### src/rtl/lb2apb.sv
// ---------------------------------------------------------------------------
// lb2apb : local register bus (LB) responder -> AMBA APB3 requester bridge
//
// Accepts one LB read or write at a time, runs it as a single APB transfer
// (SETUP then ACCESS), and returns a one-cycle completion pulse on the LB
// side. The ACCESS phase can be bounded by a cycle timeout.
//
// Parameters
//   ADDR_W   address width on both sides
//   DATA_W   data width (8, 16 or 32); STRB_W = DATA_W/8
//   TIMEOUT  max ACCESS cycles waiting for pready; 0 disables the timeout
//
// Ports
//   clk, rst        rising-edge clock, asynchronous active-high reset
//   LB write        waddr, wdata, wstrb, wen (held until wready), wready
//   LB read         raddr, ren (held until rvalid), rdata, rvalid
//   err             error flag, meaningful only with wready/rvalid
//                   (PSLVERR from the slave, or timeout)
//   APB requester   psel, penable, pwrite, paddr, pwdata, pstrb,
//                   prdata, pready, pslverr
// ---------------------------------------------------------------------------
module lb2apb #(
  parameter  int ADDR_W  = 16,
  parameter  int DATA_W  = 32,
  parameter  int TIMEOUT = 255,
  localparam int STRB_W  = DATA_W / 8
) (
  input  logic              clk,
  input  logic              rst,
  // LB write channel
  input  logic [ADDR_W-1:0] waddr,
  input  logic [DATA_W-1:0] wdata,
  input  logic              wen,
  input  logic [STRB_W-1:0] wstrb,
  output logic              wready,
  // LB read channel
  input  logic [ADDR_W-1:0] raddr,
  input  logic              ren,
  output logic [DATA_W-1:0] rdata,
  output logic              rvalid,
  output logic              err,
  // APB requester
  output logic              psel,
  output logic              penable,
  output logic              pwrite,
  output logic [ADDR_W-1:0] paddr,
  output logic [DATA_W-1:0] pwdata,
  output logic [STRB_W-1:0] pstrb,
  input  logic [DATA_W-1:0] prdata,
  input  logic              pready,
  input  logic              pslverr
);

  // Timeout counter only needs to reach TIMEOUT-1: the abort decision is
  // taken in the ACCESS cycle in which the counter holds that value.
  localparam bit TO_EN   = (TIMEOUT > 0);
  localparam int CNT_W   = (TIMEOUT > 1) ? $clog2(TIMEOUT) : 1;
  localparam int TO_LAST = TO_EN ? TIMEOUT - 1 : 0;

  typedef enum logic [1:0] {
    IDLE,
    SETUP,
    ACCESS,
    RESP
  } state_t;

  state_t           state;
  logic [CNT_W-1:0] tcnt;
  logic             timeout_hit;

  // True in the last ACCESS cycle the slave is allowed before an abort.
  assign timeout_hit = TO_EN && (tcnt == CNT_W'(TO_LAST));

  // NOTE: all state and outputs are registered with non-blocking assignments,
  // so every read of a register in this block sees its value from before the
  // clock edge, regardless of statement order.
  always_ff @(posedge clk or posedge rst) begin
    if (rst) begin
      state   <= IDLE;
      tcnt    <= '0;
      psel    <= 1'b0;
      penable <= 1'b0;
      pwrite  <= 1'b0;
      paddr   <= '0;
      pwdata  <= '0;
      pstrb   <= '0;
      wready  <= 1'b0;
      rvalid  <= 1'b0;
      err     <= 1'b0;
      rdata   <= '0;
    end else begin
      // Response flags default low so they can only ever be a single-cycle
      // pulse; they are raised on the transition into RESP.
      wready <= 1'b0;
      rvalid <= 1'b0;
      err    <= 1'b0;

      case (state)
        IDLE: begin
          // Writes win when both requests are present; the read request is
          // still held by the initiator and is picked up on the next visit.
          if (wen) begin
            paddr  <= waddr;
            pwdata <= wdata;
            pstrb  <= wstrb;
            pwrite <= 1'b1;
            psel   <= 1'b1;
            state  <= SETUP;
          end else if (ren) begin
            paddr  <= raddr;
            pstrb  <= '1;
            pwrite <= 1'b0;
            psel   <= 1'b1;
            state  <= SETUP;
          end
        end

        SETUP: begin
          penable <= 1'b1;
          tcnt    <= '0;
          state   <= ACCESS;
        end

        ACCESS: begin
          // A ready slave beats the timeout in the same cycle.
          if (pready) begin
            psel    <= 1'b0;
            penable <= 1'b0;
            err     <= pslverr;
            wready  <= pwrite;
            rvalid  <= ~pwrite;
            if (!pwrite) begin
              rdata <= prdata;
            end
            state <= RESP;
          end else if (timeout_hit) begin
            psel    <= 1'b0;
            penable <= 1'b0;
            err     <= 1'b1;
            wready  <= pwrite;
            rvalid  <= ~pwrite;
            if (!pwrite) begin
              rdata <= '0;
            end
            state <= RESP;
          end else if (TO_EN) begin
            tcnt <= tcnt + CNT_W'(1);
          end
        end

        RESP: begin
          // The pulse raised on entry is cleared by the defaults above.
          state <= IDLE;
        end

        default: state <= IDLE;
      endcase
    end
  end

endmodule

### config.mk
export PLATFORM = sky130hd
export DESIGN_NAME = lb2apb
export DESIGN_NICKNAME = d
export VERILOG_FILES = /design/src/rtl/lb2apb.sv
export SDC_FILE = /design/constraint.sdc
export NUM_CORES = 1
export LEC_CHECK = 0
export ABC_AREA = 1
export CAP_MARGIN = 20
export CORE_AREA = 2 2 104 106
export DETAILED_ROUTE_END_ITERATION = 12
export DIE_AREA = 0 0 106 108
export PLACE_DENSITY = 0.88
export SLEW_MARGIN = 20
export SYNTH_ARGS = -nofsm -noshare
export SYNTH_HDL_FRONTEND = slang
export SYNTH_SLANG_ARGS = --single-unit
### constraint.sdc
create_clock -name clk -period 3.35 [get_ports clk]
set_input_delay 0.335 -clock clk [delete_from_list [all_inputs] [get_ports clk]]
set_output_delay 0.335 -clock clk [all_outputs]
set_load 0.005 [all_outputs]
Word level (Yosys, flattened, before mapping) --
Cells that the tools add are included.
Operators by class: $add $sub $neg 1, equality and inequality tests 10, mux-type cells 33, bitwise operators 1, reduce and logical (&&, ||, !) cells 12
Operators by type and width (number):
- 32-bit 2-to-1 mux | 4
- 16-bit 2-to-1 mux | 2
- 8-bit 2-to-1 mux | 2
- 8-bit one-hot mux with 2 select lines | 1
- 1-bit 2-to-1 mux | 15
- 8-bit by 1-bit adder with 8-bit output, second input constant | 1
- 8-bit equality test, second input constant | 1
- 2-bit 2-to-1 mux | 4
- 4-bit 2-to-1 mux | 2
- 2-bit inequality test, second input constant | 4
- 2-bit one-hot mux with 4 select lines | 1
- 2-bit AND reduction | 4
- 2-bit nonzero test | 4
- 3-bit inequality test, second input constant | 2
- 3-bit AND reduction | 2
- 2-bit equality test, second input constant | 2
- 1-bit one-hot mux with 2 select lines | 2
- 4-bit AND reduction | 1
- 2-bit by 1-bit equality test with 1-bit output, second input constant | 1
- 2-bit zero test | 1
- 1-bit inverter | 1
Storage, ports and cells: register bits after elaboration 100, input bits 106, output and inout port bits 90, word-level logic and storage cells 69

Longest topological paths before layout --
Gate-level depths: netlist (run 1).
depth in word-level cells 4, mapped depth 11

Least setup slack after synthesis (run 1) --
Ideal clock, no wire load.
path kind reg-to-reg, start point reg tcnt[0], end point reg rdata[10], data arrival time 1.341 ns, required time 3.220 ns, path slack 1.878 ns, stages on the path, launching flop included 12, path buffers 2, period minus slack after synthesis 1.472 ns, cell sequence dfrtp_1 inv_1 ha_1 nand2_1 nor2_1 nand3_2 nand2_2 nand2_2 buf_6 buf_6 nand2_1 o21ai_1
Between the ends: word-level cells in the longest chain between the ends 3, elaborated cells on any way between the ends 4
Ends and longest elaborated chain:
- start: declaration | RTL line 68 | logic [CNT_W-1:0] tcnt;
- start signal: assignment | RTL line 147 | tcnt <= tcnt + CNT_W'(1);
- 8-bit equality test * | RTL line 72 | assign timeout_hit = TO_EN && (tcnt == CNT_W'(TO_LAST));
- 2-bit inequality test (no line) / 2-bit nonzero test (equally long branches)
- 4-bit AND reduction (no line) *
- end signal: assignment | RTL line 133 | rdata <= prdata;
- end: declaration | RTL line 39 | output logic [DATA_W-1:0] rdata,
Every way passes the cells marked *; elsewhere a longest branch is shown, timed or not. A chain may end at the register's enable or synchronous reset.

Worst setup path in the final report (run 1) --
start point reg state[0], end point reg rdata[12]
Between the ends: word-level cells in the longest chain between the ends 2
Ends and longest elaborated chain:
- start: declaration | RTL line 67 | state_t state;
- start signal: assignment | RTL line 79 | state <= IDLE;
- start signal: assignment | RTL line 108 | state <= SETUP;
- start signal: assignment | RTL line 114 | state <= SETUP;
- 2-bit equality test | RTL line 98 | case (state)
- 4-bit AND reduction (no line)
Every way passes these cells.

==> run summary, run 1 <==
WL/cell: 14.1 microns
Routed Antenna Nets: 0
Startpoint class of the critical path: flop
Cells after Synth: 484
Num Clock Sinks: 100
Chip height: 108 microns
Ports: 196
Total track usage: 0.205
Setup-failing EPs final: 0
Mean Syn Cell Area: 8.85 sq um
Pin count of the biggest net entering global routing: 54
WL final: 11.4 mm
Initial DRC Count: 138
Congestion Overflow GR: 0
Core area: 0.0102 sq mm
Worst-path clk slew: 0.09 ns
Grt peak-use layer: met2
Mapped Area: 0.00428 sq mm
Dpl hpwl: 8.35 mm
Unique cell type count in the Yosys netlist: 22
Via count: 3,833
Area leader, netlist: dfrtp_1
Top cells by area, synth: dfrtp_1 (58%), nand2_1 (20%), o21ai_2 (4.7%)
Status: completed
Top-area cell type share of the netlist area: 0.584
Met3 Track Usage GR: 0.0591
Post-CTS resize count: 0
GPL Wtd Cong: 0.834
Worst skew pair latency: 0.36 ns
Fillers: 838
Actual slew at the worst max-slew pin: 0.952 ns
# H-tree levels: 3
RSZ-0062 raised after global routing: no
Vias per cell: 4.73
Post-synthesis sequential area ratio: 0.584
Req. time, crit path: 3.64 ns
Synth-to-layout area growth: 51.1%
Row cnt: 37
Clock skew after layout: 0.00587 ns
Slew HR: 0.365
Maximum vdd ir drop: 0.397 mV
DRC viols: 0
Post-layout net count: 779
Post-CTS setup buffer count: 0
Leak Pwr: 0.00298 uW
Clk root buf: clkbuf_8
Fin crit share: 0.662
Max Slew Vio Count: 0
Final hold violations: 0
CP arrival: 2.50 ns
Die area: 0.0114 sq mm
Vias in the first global route: 3,894
Crit path kind: flop to flop
Largest fanout on the critical path: 40
Min-delay worst type: primary input to asynchronous set/reset pin
Synth warnings: 0
Initial Utilization: 0.419
Power density cells: 752 mW/mm^2
Synth Net Count: 594
Die X: 106 microns
Routing usage on met2: 0.351
IO Port Bufs: 195
Clock Path Buffers: 2
Max Cap Viol: 0
Flops & latches, synth: 100
Share of layout cells above drive strength 1: 0.0772
Setup TNS: 0 ns
TritonCTS clock tree: done
Initial antenna violation count: 0
Drt pass-1 iters: 4
Worst Setup End Kind: flop
Cts bufs inserted: 9
Fmax: 0.451 GHz
Period minus WS final: 2.22 ns
First-pass GRT wire length: 18.5 mm
Met1 usage: 0.244
Post-CTS Hold Buffers: 0
Diodes inserted: 0
Hold slack final: 0.413 ns
-- worst max-delay path, stage by stage (launching register included) --
cell and delay, ns:
dfrtp_1 0.36, inv_1 0.06, ha_1 0.34, nand2_1 0.16, nand2_2 0.07, nand2_2 0.43
buf_4 0.48, nand2_1 0.11, o21ai_1 0.10
-- path summary, 6_finish.rpt --
check	cells past startpoint	to	from	slack, ns
max	8	rdata[12]$_DFFE_PP0P_	state[0]$_DFFE_PP0P_	1.13
min	2	rdata[29]$_DFFE_PP0P_	rst	0.41
max reg2reg	8	rdata[12]$_DFFE_PP0P_	state[0]$_DFFE_PP0P_	1.13
min reg2reg	2	rdata[1]$_DFFE_PP0P_	rdata[1]$_DFFE_PP0P_	0.49
max in group asynchronous	3	rdata[11]$_DFFE_PP0P_	rst	2.25
min in group clk	2	rdata[1]$_DFFE_PP0P_	rdata[1]$_DFFE_PP0P_	0.49
-- flip-flops by register name (all words and copies together), names as in the netlist, 2 cells and up --
register / count
pwdata: 32
rdata: 32
paddr: 16
tcnt: 8
pstrb: 4
state: 2
-- stage by stage --
stage | instances | power [uW] | setup slack (ns) | utilization | cell area, sq um
after floorplan | 484 | 2920 | 0.396 | - | 4280
after global routing | 810 | 5230 | 0.930 | 0.633 | 6470
after CTS | 810 | 4930 | 1.13 | 0.633 | 6470
final | 810 | 4870 | 1.13 | 0.633 | 6470
after detailed placement | 794 | 4220 | 1.15 | 0.616 | 6310
after global placement | 794 | 4110 | 1.24 | 0.616 | 6310
-- cells in the mapped netlist --
cell	n
clkbuf_1	9
nand3_2	1
ha_1	4
nand3_1	10
o22a_1	4
o21ai_1	9
o21ai_0	10
a31oi_1	16
inv_2	1
nand2_1	227
buf_1	3
o21ai_2	23
nor2_1	25
buf_6	6
dfrtp_1	100
or2_2	3
o21bai_1	2
nand3b_1	2
nor2_2	1
buf_2	8
nand2_2	3
inv_1	17
-- layer usage --
layer  wire (microns)  up-vias
met1             4710     1789
met5                0        -
met2             5680      135
met3              789       17
met4              218        0
li1                 -     1892
-- where the power goes --
group	total [uW]	switching (uW)	internal [uW]	leakage (uW)
registers	1990	289	1700	0.00125
logic	2190	949	1240	0.00164
clock network	690	400	291	0.0000905
total	4870	1640	3230	0.00298
-- cell families (layout without fill, tap and decap cells) --
group / after synthesis / in the layout / synth area share
AOI/OAI and AO/OA: 64 / 64 / 0.104
DFF: 100 / 100 / 0.584
buffers and inverters: 44 / 234 / 0.0514
and+or+nand+nor: 272 / 272 / 0.249
adders and majority gates: 4 / 4 / 0.0117
-- final cells by class --
type | instances | area [sq um] | area share
clock buffers | 12 | 145 | 0.0224
clock inverters | 4 | 23.8 | 0.00367
inverters | 18 | 70.1 | 0.0108
multi-input cells | 340 | 1560 | 0.241
flip-flops and latches | 100 | 2500 | 0.386
well taps | 136 | 170 | 0.0263
repair buffers | 200 | 2000 | 0.309
-- placed cells by master, fill, tap and decap left out, drive strengths merged --
| master | n |
|---|---|
| clkbuf | 12 |
| inv | 19 |
| o21ai | 42 |
| nor2 | 26 |
| nand3 | 11 |
| buf | 5 |
| dfrtp | 100 |
| o21bai | 2 |
| ha | 4 |
| a31oi | 16 |
| or2 | 3 |
| nand3b | 2 |
| o22a | 4 |
| nand2 | 230 |
| clkdlybuf4s50 | 195 |
| clkinv | 3 |
Power figures use the tool's default switching activity.
==> run 2: changes to the inputs <==
--- a/config.mk
+++ b/config.mk
@@ -7,10 +7,10 @@
 export LEC_CHECK = 0
 export ABC_AREA = 1
 export CAP_MARGIN = 20
-export CORE_AREA = 2 2 104 106
+export CORE_AREA = 2 2 110 112
 export DETAILED_ROUTE_END_ITERATION = 12
-export DIE_AREA = 0 0 106 108
-export PLACE_DENSITY = 0.88
+export DIE_AREA = 0 0 112 114
+export PLACE_DENSITY = 0.84
 export SLEW_MARGIN = 20
 export SYNTH_ARGS = -nofsm -noshare
 export SYNTH_HDL_FRONTEND = slang
==> constraint.sdc (replaced) <==
create_clock -name clk -period 2 [get_ports clk]
set_input_delay 0.2 -clock clk [delete_from_list [all_inputs] [get_ports clk]]
set_output_delay 0.2 -clock clk [all_outputs]
set_load 0.005 [all_outputs]
==> run 2 against run 1 <==
Fmax rose by 32%; clock skew increased by 0.0046 ns; via count is 2.0% higher; die area grew 12%; non-clock buffer count increased by 5; first-iteration DRC count increased by 51%; hold slack worse by 0.10 ns; total power grew 81%; largest cell class unchanged; count of clock-buffer cells in the layout is 1 lower; cell count is 2.0% higher; worst setup slack got worse by 0.81 ns.
==> run summary, run 2 (synthesis gave the netlist of run 1 again) <==
Crit Reg-Reg Endpoint: tcnt[6]$_DFFE_PP0P_ (was rdata[12]$_DFFE_PP0P_)
Layout Utilization: 0.571 (was 0.633)
Crit path kind: flop to flop (unchanged)
WL final: 11.2 mm (was 11.4 mm)
Drt pass-1 iters: 4 (unchanged)
Final Power: 8790 uW (was 4870 uW)
Diodes inserted: 0 (unchanged)
# H-tree levels: 3 (unchanged)
Core area: 0.0117 sq mm (was 0.0102 sq mm)
Post-layout net count: 784 (was 779)
Net Sw Frac: 0.317 (was 0.336)
Commonest cells after routing, fill and taps aside: nand2_1 (227), clkdlybuf4s50_1 (195), dfrtp_1 (100) (unchanged)
Clk pwr share: 0.203 (was 0.142)
TritonCTS clock tree: done (unchanged)
Vias in the first global route: 3,914 (was 3,894)
Setup-failing EPs final: 0 (unchanged)
Worst Path Buf+Inv: 1 (was 2)
Period minus WS final: 1.68 ns (was 2.22 ns)
First-pass GRT wire length: 18.7 mm (was 18.5 mm)
Commonest non-fill, non-tap cell in the layout: nand2_1 (unchanged)
Vias per cell: 4.73 (about the same)
Pin count of the biggest net entering global routing: 66 (was 54)
Critical Path Max Stage Delay: 0.41 ns (was 0.48 ns)
Worst-path clk slew: 0.07 ns (was 0.09 ns)
Leak Pwr: 0.00307 uW (was 0.00298 uW)
Final hold violations: 0 (unchanged)
Largest fanout on the critical path: 14 (was 40)
Post-CTS resize count: 0 (unchanged)
Cts bufs inserted: 9 (unchanged)
Actual slew at the worst max-slew pin: 0.532 ns (was 0.952 ns)
Max Cap Viol: 0 (unchanged)
Via count: 3,910 (was 3,833)
Clk root buf: clkbuf_16 (was clkbuf_8)
PnR worst setup slack: 0.321 ns (was 1.13 ns)
Power density cells: 1320 mW/mm^2 (was 752 mW/mm^2)
Reg2Reg Depth: 7 (was 8)
Row cnt: 40 (was 37)
Initial Utilization: 0.366 (was 0.419)
DRC viols: 0 (unchanged)
RSZ-0062 raised after global routing: no (unchanged)
Num Clock Sinks: 100 (unchanged)
Fmax: 0.596 GHz (was 0.451 GHz)
Post-CTS Hold Buffers: 0 (unchanged)
Status: completed (unchanged)
Initial DRC Count: 208 (was 138)
Reg-to-reg slack, setup: 0.32 ns (was 1.13 ns)
Flop pwr share: 0.374 (was 0.409)
Startpoint class of the critical path: flop (unchanged)
Max Slew Vio Count: 0 (unchanged)
Min-delay worst type: primary input to asynchronous set/reset pin (unchanged)
Chip height: 114 microns (was 108 microns)
Share of layout cells above drive strength 1: 0.0869 (was 0.0772)
Die X: 112 microns (was 106 microns)
Fin crit share: 0.839 (was 0.662)
Total track usage: 0.181 (was 0.205)
Maximum vdd ir drop: 0.626 mV (was 0.397 mV)
Clock skew after layout: 0.0104 ns (was 0.00587 ns)
Top Registers: pwdata (32), rdata (32), paddr (16) (unchanged)
Worst skew pair latency: 0.34 ns (was 0.36 ns)
Post-CTS setup buffer count: 0 (unchanged)
Delay-heaviest family, CP: simple AND/OR/NAND/NOR gates (unchanged)
Routed Antenna Nets: 0 (unchanged)
Combinational share of power: 0.423 (was 0.449)
Clock Path Buffers: 2 (unchanged)
Finished Layout Cells: 826 (was 810)
Synth-to-layout area growth: 56.0% (was 51.1%)
Dpl ws: 0.317 ns (was 1.15 ns)
Int Pwr: 6010 uW (was 3230 uW)
Reg-to-reg startpoint: tcnt[0]$_DFFE_PP0P_ (was state[0]$_DFFE_PP0P_)
CP arrival: 1.86 ns (was 2.50 ns)
IO Port Bufs: 195 (unchanged)
Slowest-stage cell, CP: dfrtp_1 (was buf_4)
Die area: 0.0128 sq mm (was 0.0114 sq mm)
Slew HR: 0.645 (was 0.365)
Psw: 2780 uW (was 1640 uW)
WL/cell: 13.5 microns (was 14.1 microns)
GPL Wtd Cong: 0.789 (was 0.834)
Initial antenna violation count: 0 (unchanged)
Ports: 196 (unchanged)
Req. time, crit path: 2.18 ns (was 3.64 ns)
Worst Setup End Kind: flop (unchanged)
Congestion Overflow GR: 0 (unchanged)
Dpl hpwl: 8.28 mm (was 8.35 mm)
Worst-path cell chain: inv_1, ha_1, nand2_1, nor2_1, nand3_2, nand3_1, o21ai_0 (was inv_1, ha_1, nand2_1, nand2_2, nand2_2, buf_4, nand2_1, o21ai_1)
Cells after DPL: 810 (was 794)
Setup TNS: 0 ns (unchanged)
==> run 2: layer usage <==
metal | track usage | wire, microns | vias up
met3 | 0.0670 | 1110 | 24
met5 | 0 | 0 | -
met2 | 0.286 | 5220 | 173
li1 | - | - | 1910
met1 | 0.221 | 4590 | 1803
met4 | 0.0829 | 251 | 0
==> run 2: worst max path at each step <==
stage | from | to | slack (ns) | cells past startpoint
finish | tcnt[0]$_DFFE_PP0P_ | tcnt[6]$_DFFE_PP0P_ | 0.32 | 7
global route | state[0]$_DFFE_PP0P_ | paddr[5]$_DFFE_PP0P_ | 0.18 | 6
CTS | state[0]$_DFFE_PP0P_ | paddr[5]$_DFFE_PP0P_ | 0.36 | 6
detailed placement | wen | paddr[5]$_DFFE_PP0P_ | 0.32 | 5
global placement | wen | paddr[11]$_DFFE_PP0P_ | 0.41 | 5
floorplan | tcnt[0]$_DFFE_PP0P_ | rdata[10]$_DFFE_PP0P_ | 0.53 | 11
==> run 2: power by group through the flow <==
stage          Sequential (uW)  Combinational, uW  Clock, uW
6_report                  3290               3720       1780
5_1_grt                   3400               4100       1930
4_1_cts                   3300               3780       1830
3_5_place_dp              3330               3760          0
3_3_place_gp              3300               3650          0
2_1_floorplan             3370               1520          0
==> run 2: per-stage QoR <==
stage | cell area (sq um) | hold WS [ns]
global route | 6680 | 0.345
CTS | 6680 | 0.330
finish | 6680 | 0.310
detailed placement | 6370 | 0.465
global placement | 6370 | 0.459
floorplan | 4290 | 0.310
==> run 2: area by class of cell <==
type / instances / area (sq um)
timing repair buffer: 205 / 2050
multi-input combinational: 340 / 1560
clock inverter: 5 / 60.1
sequential: 100 / 2500
clock buffer: 11 / 253
fill: 1011 / 5030
tap: 147 / 184
inverter: 18 / 71.3
==> run 2: worst register-to-register path: stages (launching register included) <==
cell and delay, ns:
dfrtp_1 0.41, inv_1 0.09, ha_1 0.14, nand2_1 0.04
nor2_1 0.16, nand3_2 0.11, nand3_1 0.37, o21ai_0 0.20
==> run 3: changes to the inputs <==
--- a/config.mk
+++ b/config.mk
@@ -7,10 +7,10 @@
 export LEC_CHECK = 0
 export ABC_AREA = 1
 export CAP_MARGIN = 20
-export CORE_AREA = 2 2 110 112
+export CORE_AREA = 2 2 104 106
 export DETAILED_ROUTE_END_ITERATION = 12
-export DIE_AREA = 0 0 112 114
-export PLACE_DENSITY = 0.84
+export DIE_AREA = 0 0 106 108
+export PLACE_DENSITY = 0.88
 export SLEW_MARGIN = 20
 export SYNTH_ARGS = -nofsm -noshare
 export SYNTH_HDL_FRONTEND = slang
==> constraint.sdc (replaced) <==
create_clock -name clk -period 1.6 [get_ports clk]
set_input_delay 0.16 -clock clk [delete_from_list [all_inputs] [get_ports clk]]
set_output_delay 0.16 -clock clk [all_outputs]
set_load 0.005 [all_outputs]
==> run 3 against run 2 <==
Critical endpoint is now rdata[15]$_DFFE_PP0P_; total power up 24%; count of clock-buffer cells in the layout down 2; global-route usage up 2.6 points; non-clock buffer count up 20; wire length up 12%; clock power down 15%.
==> run summary, run 3 (synthesis gave the netlist of run 1 again) <==
Pin count of the biggest net entering global routing: 68 (was 66)
Commonest non-fill, non-tap cell in the layout: nand2_1 (unchanged)
WL final: 12.6 mm (was 11.2 mm)
Clock skew after layout: 0.0126 ns (was 0.0104 ns)
Period minus WS final: 1.59 ns (was 1.68 ns)
Slew HR: 0.675 (was 0.645)
Die area: 0.0114 sq mm (was 0.0128 sq mm)
Row cnt: 37 (was 40)
Most frequent CP cell: nand2_8
Setup-failing EPs final: 0 (unchanged)
Power density cells: 1570 mW/mm^2 (was 1320 mW/mm^2)
Cells after DPL: 808 (was 810)
Final Power: 10,900 uW (was 8790 uW)
Clk root buf: clkbuf_8 (was clkbuf_16)
Fin crit share: 0.995 (was 0.839)
CP arrival: 1.85 ns (was 1.86 ns)
Int Pwr: 7150 uW (was 6010 uW)
Vias per cell: 4.83 (was 4.73)
Critical Path Max Stage Delay: 0.40 ns (was 0.41 ns)
Core area: 0.0102 sq mm (was 0.0117 sq mm)
# H-tree levels: 3 (unchanged)
Clk pwr share: 0.139 (was 0.203)
GPL Wtd Cong: 0.806 (was 0.789)
Req. time, crit path: 1.86 ns (was 2.18 ns)
TritonCTS clock tree: done (unchanged)
Diodes inserted: 0 (unchanged)
Leak Pwr: 0.00318 uW (was 0.00307 uW)
Crit path kind: flop to flop (unchanged)
Actual slew at the worst max-slew pin: 0.487 ns (was 0.532 ns)
Finished Layout Cells: 836 (was 826)
PnR worst setup slack: 0.00854 ns (was 0.321 ns)
Worst skew pair latency: 0.37 ns (was 0.34 ns)
Reg-to-reg startpoint: tcnt[0]$_DFFE_PP0P_ (unchanged)
Max Cap Viol: 0 (unchanged)
WL/cell: 15.0 microns (was 13.5 microns)
Worst-path clk slew: 0.10 ns (was 0.07 ns)
Dpl hpwl: 8.76 mm (was 8.28 mm)
Psw: 3760 uW (was 2780 uW)
CP endpoint: rdata[15]$_DFFE_PP0P_ (was tcnt[6]$_DFFE_PP0P_)
Worst-path cell chain: inv_2, ha_4, nand2_2, nor2_4, nand3_4, nand2_8, nand2_8, clkbuf_16, nand2_1, o21ai_2 (was inv_1, ha_1, nand2_1, nor2_1, nand3_2, nand3_1, o21ai_0)
Routed Antenna Nets: 0 (unchanged)
Ports: 196 (unchanged)
Largest fanout on the critical path: 6 (was 14)
Maximum vdd ir drop: 0.904 mV (was 0.626 mV)
Cts bufs inserted: 9 (unchanged)
Share of layout cells above drive strength 1: 0.129 (was 0.0869)
Critical path launch point: tcnt[0]$_DFFE_PP0P_ (unchanged)
Via count: 4,039 (was 3,910)
Fmax: 0.628 GHz (was 0.596 GHz)
Max Slew Vio Count: 0 (unchanged)
Status: completed (unchanged)
Combinational share of power: 0.481 (was 0.423)
Initial Utilization: 0.419 (was 0.366)
Num Clock Sinks: 100 (unchanged)
Startpoint class of the critical path: flop (unchanged)
DRC viols: 0 (unchanged)
Initial antenna violation count: 0 (unchanged)
Fillers: 781 (was 1,011)
Synth-to-layout area growth: 61.7% (was 56.0%)
Net Sw Frac: 0.344 (was 0.317)
Worst Setup End Kind: flop (unchanged)
Chip height: 108 microns (was 114 microns)
Flop pwr share: 0.381 (was 0.374)
First-pass GRT wire length: 18.8 mm (was 18.7 mm)
Initial DRC Count: 191 (was 208)
Dpl ws: -0.00638 ns (was 0.317 ns)
Vias in the first global route: 3,967 (was 3,914)
Reg2Reg Depth: 10 (was 7)
Min-delay worst type: primary input to asynchronous set/reset pin (unchanged)
IO Port Bufs: 195 (unchanged)
Commonest cells after routing, fill and taps aside: nand2_1 (224), clkdlybuf4s50_1 (195), dfrtp_1 (99) (was nand2_1 (227), clkdlybuf4s50_1 (195), dfrtp_1 (100))
Total track usage: 0.206 (was 0.181)
Top Registers: pwdata (32), rdata (32), paddr (16) (unchanged)
Reg-to-reg slack, setup: 0.009 ns (was 0.32 ns)
Clock Path Buffers: 2 (unchanged)
Die X: 106 microns (was 112 microns)
Congestion Overflow GR: 0 (unchanged)
Drt pass-1 iters: 4 (unchanged)
Final hold violations: 0 (unchanged)
Post-layout net count: 805 (was 784)
Slowest-stage cell, CP: dfrtp_1 (unchanged)
Crit Reg-Reg Endpoint: rdata[15]$_DFFE_PP0P_ (was tcnt[6]$_DFFE_PP0P_)
==> run 3: changes by cell type in the layout (fill, tap and decap cells not counted), moves of 3 or more <==
cell       previous run  this run
buf_4                 8        15
buf_6                 0         4
clkbuf_16             9         5
clkbuf_8              2         9
nand2_1             227       224
nand2_8               0         3
==> run 3: metrics by stage <==
stage	setup TNS (ns)	cell area (sq um)	hold slack (ns)	util
6_report	0	6930	0.236	0.677
5_1_grt	-0.0725	6930	0.262	0.677
4_1_cts	0	6640	0.241	0.649
3_5_place_dp	-0.00638	6450	0.464	0.630
3_3_place_gp	0	6450	0.456	0.630
2_1_floorplan	0	4290	0.270	-
==> run 3: area by class of cell <==
class	instances	area, sq um	area share
inverter	18	71.3	0.0103
sequential	100	2500	0.361
tap	136	170	0.0246
timing repair buffer	225	2340	0.338
multi-input combinational	341	1660	0.239
clock buffer	9	124	0.0179
clock inverter	7	58.8	0.00849
==> run 3: layer usage <==
| metal | track usage | up-vias | wire length (microns) |
|---|---|---|---|
| li1 | - | 1949 | - |
| met1 | 0.240 | 1900 | 4960 |
| met2 | 0.363 | 163 | 6380 |
| met3 | 0.0524 | 27 | 891 |
| met4 | 0.0893 | 0 | 318 |
| met5 | 0 | - | 0 |
==> run 3: what timing repair did <==
item | 4_1_cts | 5_1_grt
setup endpoints to repair | 1 | 35
gates resized for setup | 1 | 22
gates cloned | 0 | 9
buffers inserted | 0 | 3
hold buffers | 0 | 0
pin swaps | 0 | 4
==> run 3: worst max-delay path, delay by kind of cell, from the launching register on <==
family | cells | cell delay, ns
AND/OR/NAND/NOR | 6 | 0.61
flip-flops | 1 | 0.40
buffers and inverters | 2 | 0.27
adder cells (fa/ha/maj) | 1 | 0.13
AO/OA/AOI/OAI | 1 | 0.08
==> run 3: worst min path at each step <==
stage,to,startpoint
floorplan,pwdata[0]$_DFFE_PP0P_,wdata[0]
global placement,state[0]$_DFFE_PP0P_,state[0]$_DFFE_PP0P_
detailed placement,pwdata[15]$_DFFE_PP0P_,pwdata[15]$_DFFE_PP0P_
CTS,pwdata[22]$_DFFE_PP0P_,rst
global route,pwdata[18]$_DFFE_PP0P_,rst
finish,pwdata[10]$_DFFE_PP0P_,rst
==> run 3: power groups by stage <==
stage	combinational (uW)	clock, uW	sequential [uW]
after floorplan	1900	0	4210
after global placement	4700	0	4130
after detailed placement	4890	0	4180
after CTS	4920	1560	4140
after global routing	5710	1650	4270
final	5240	1510	4150
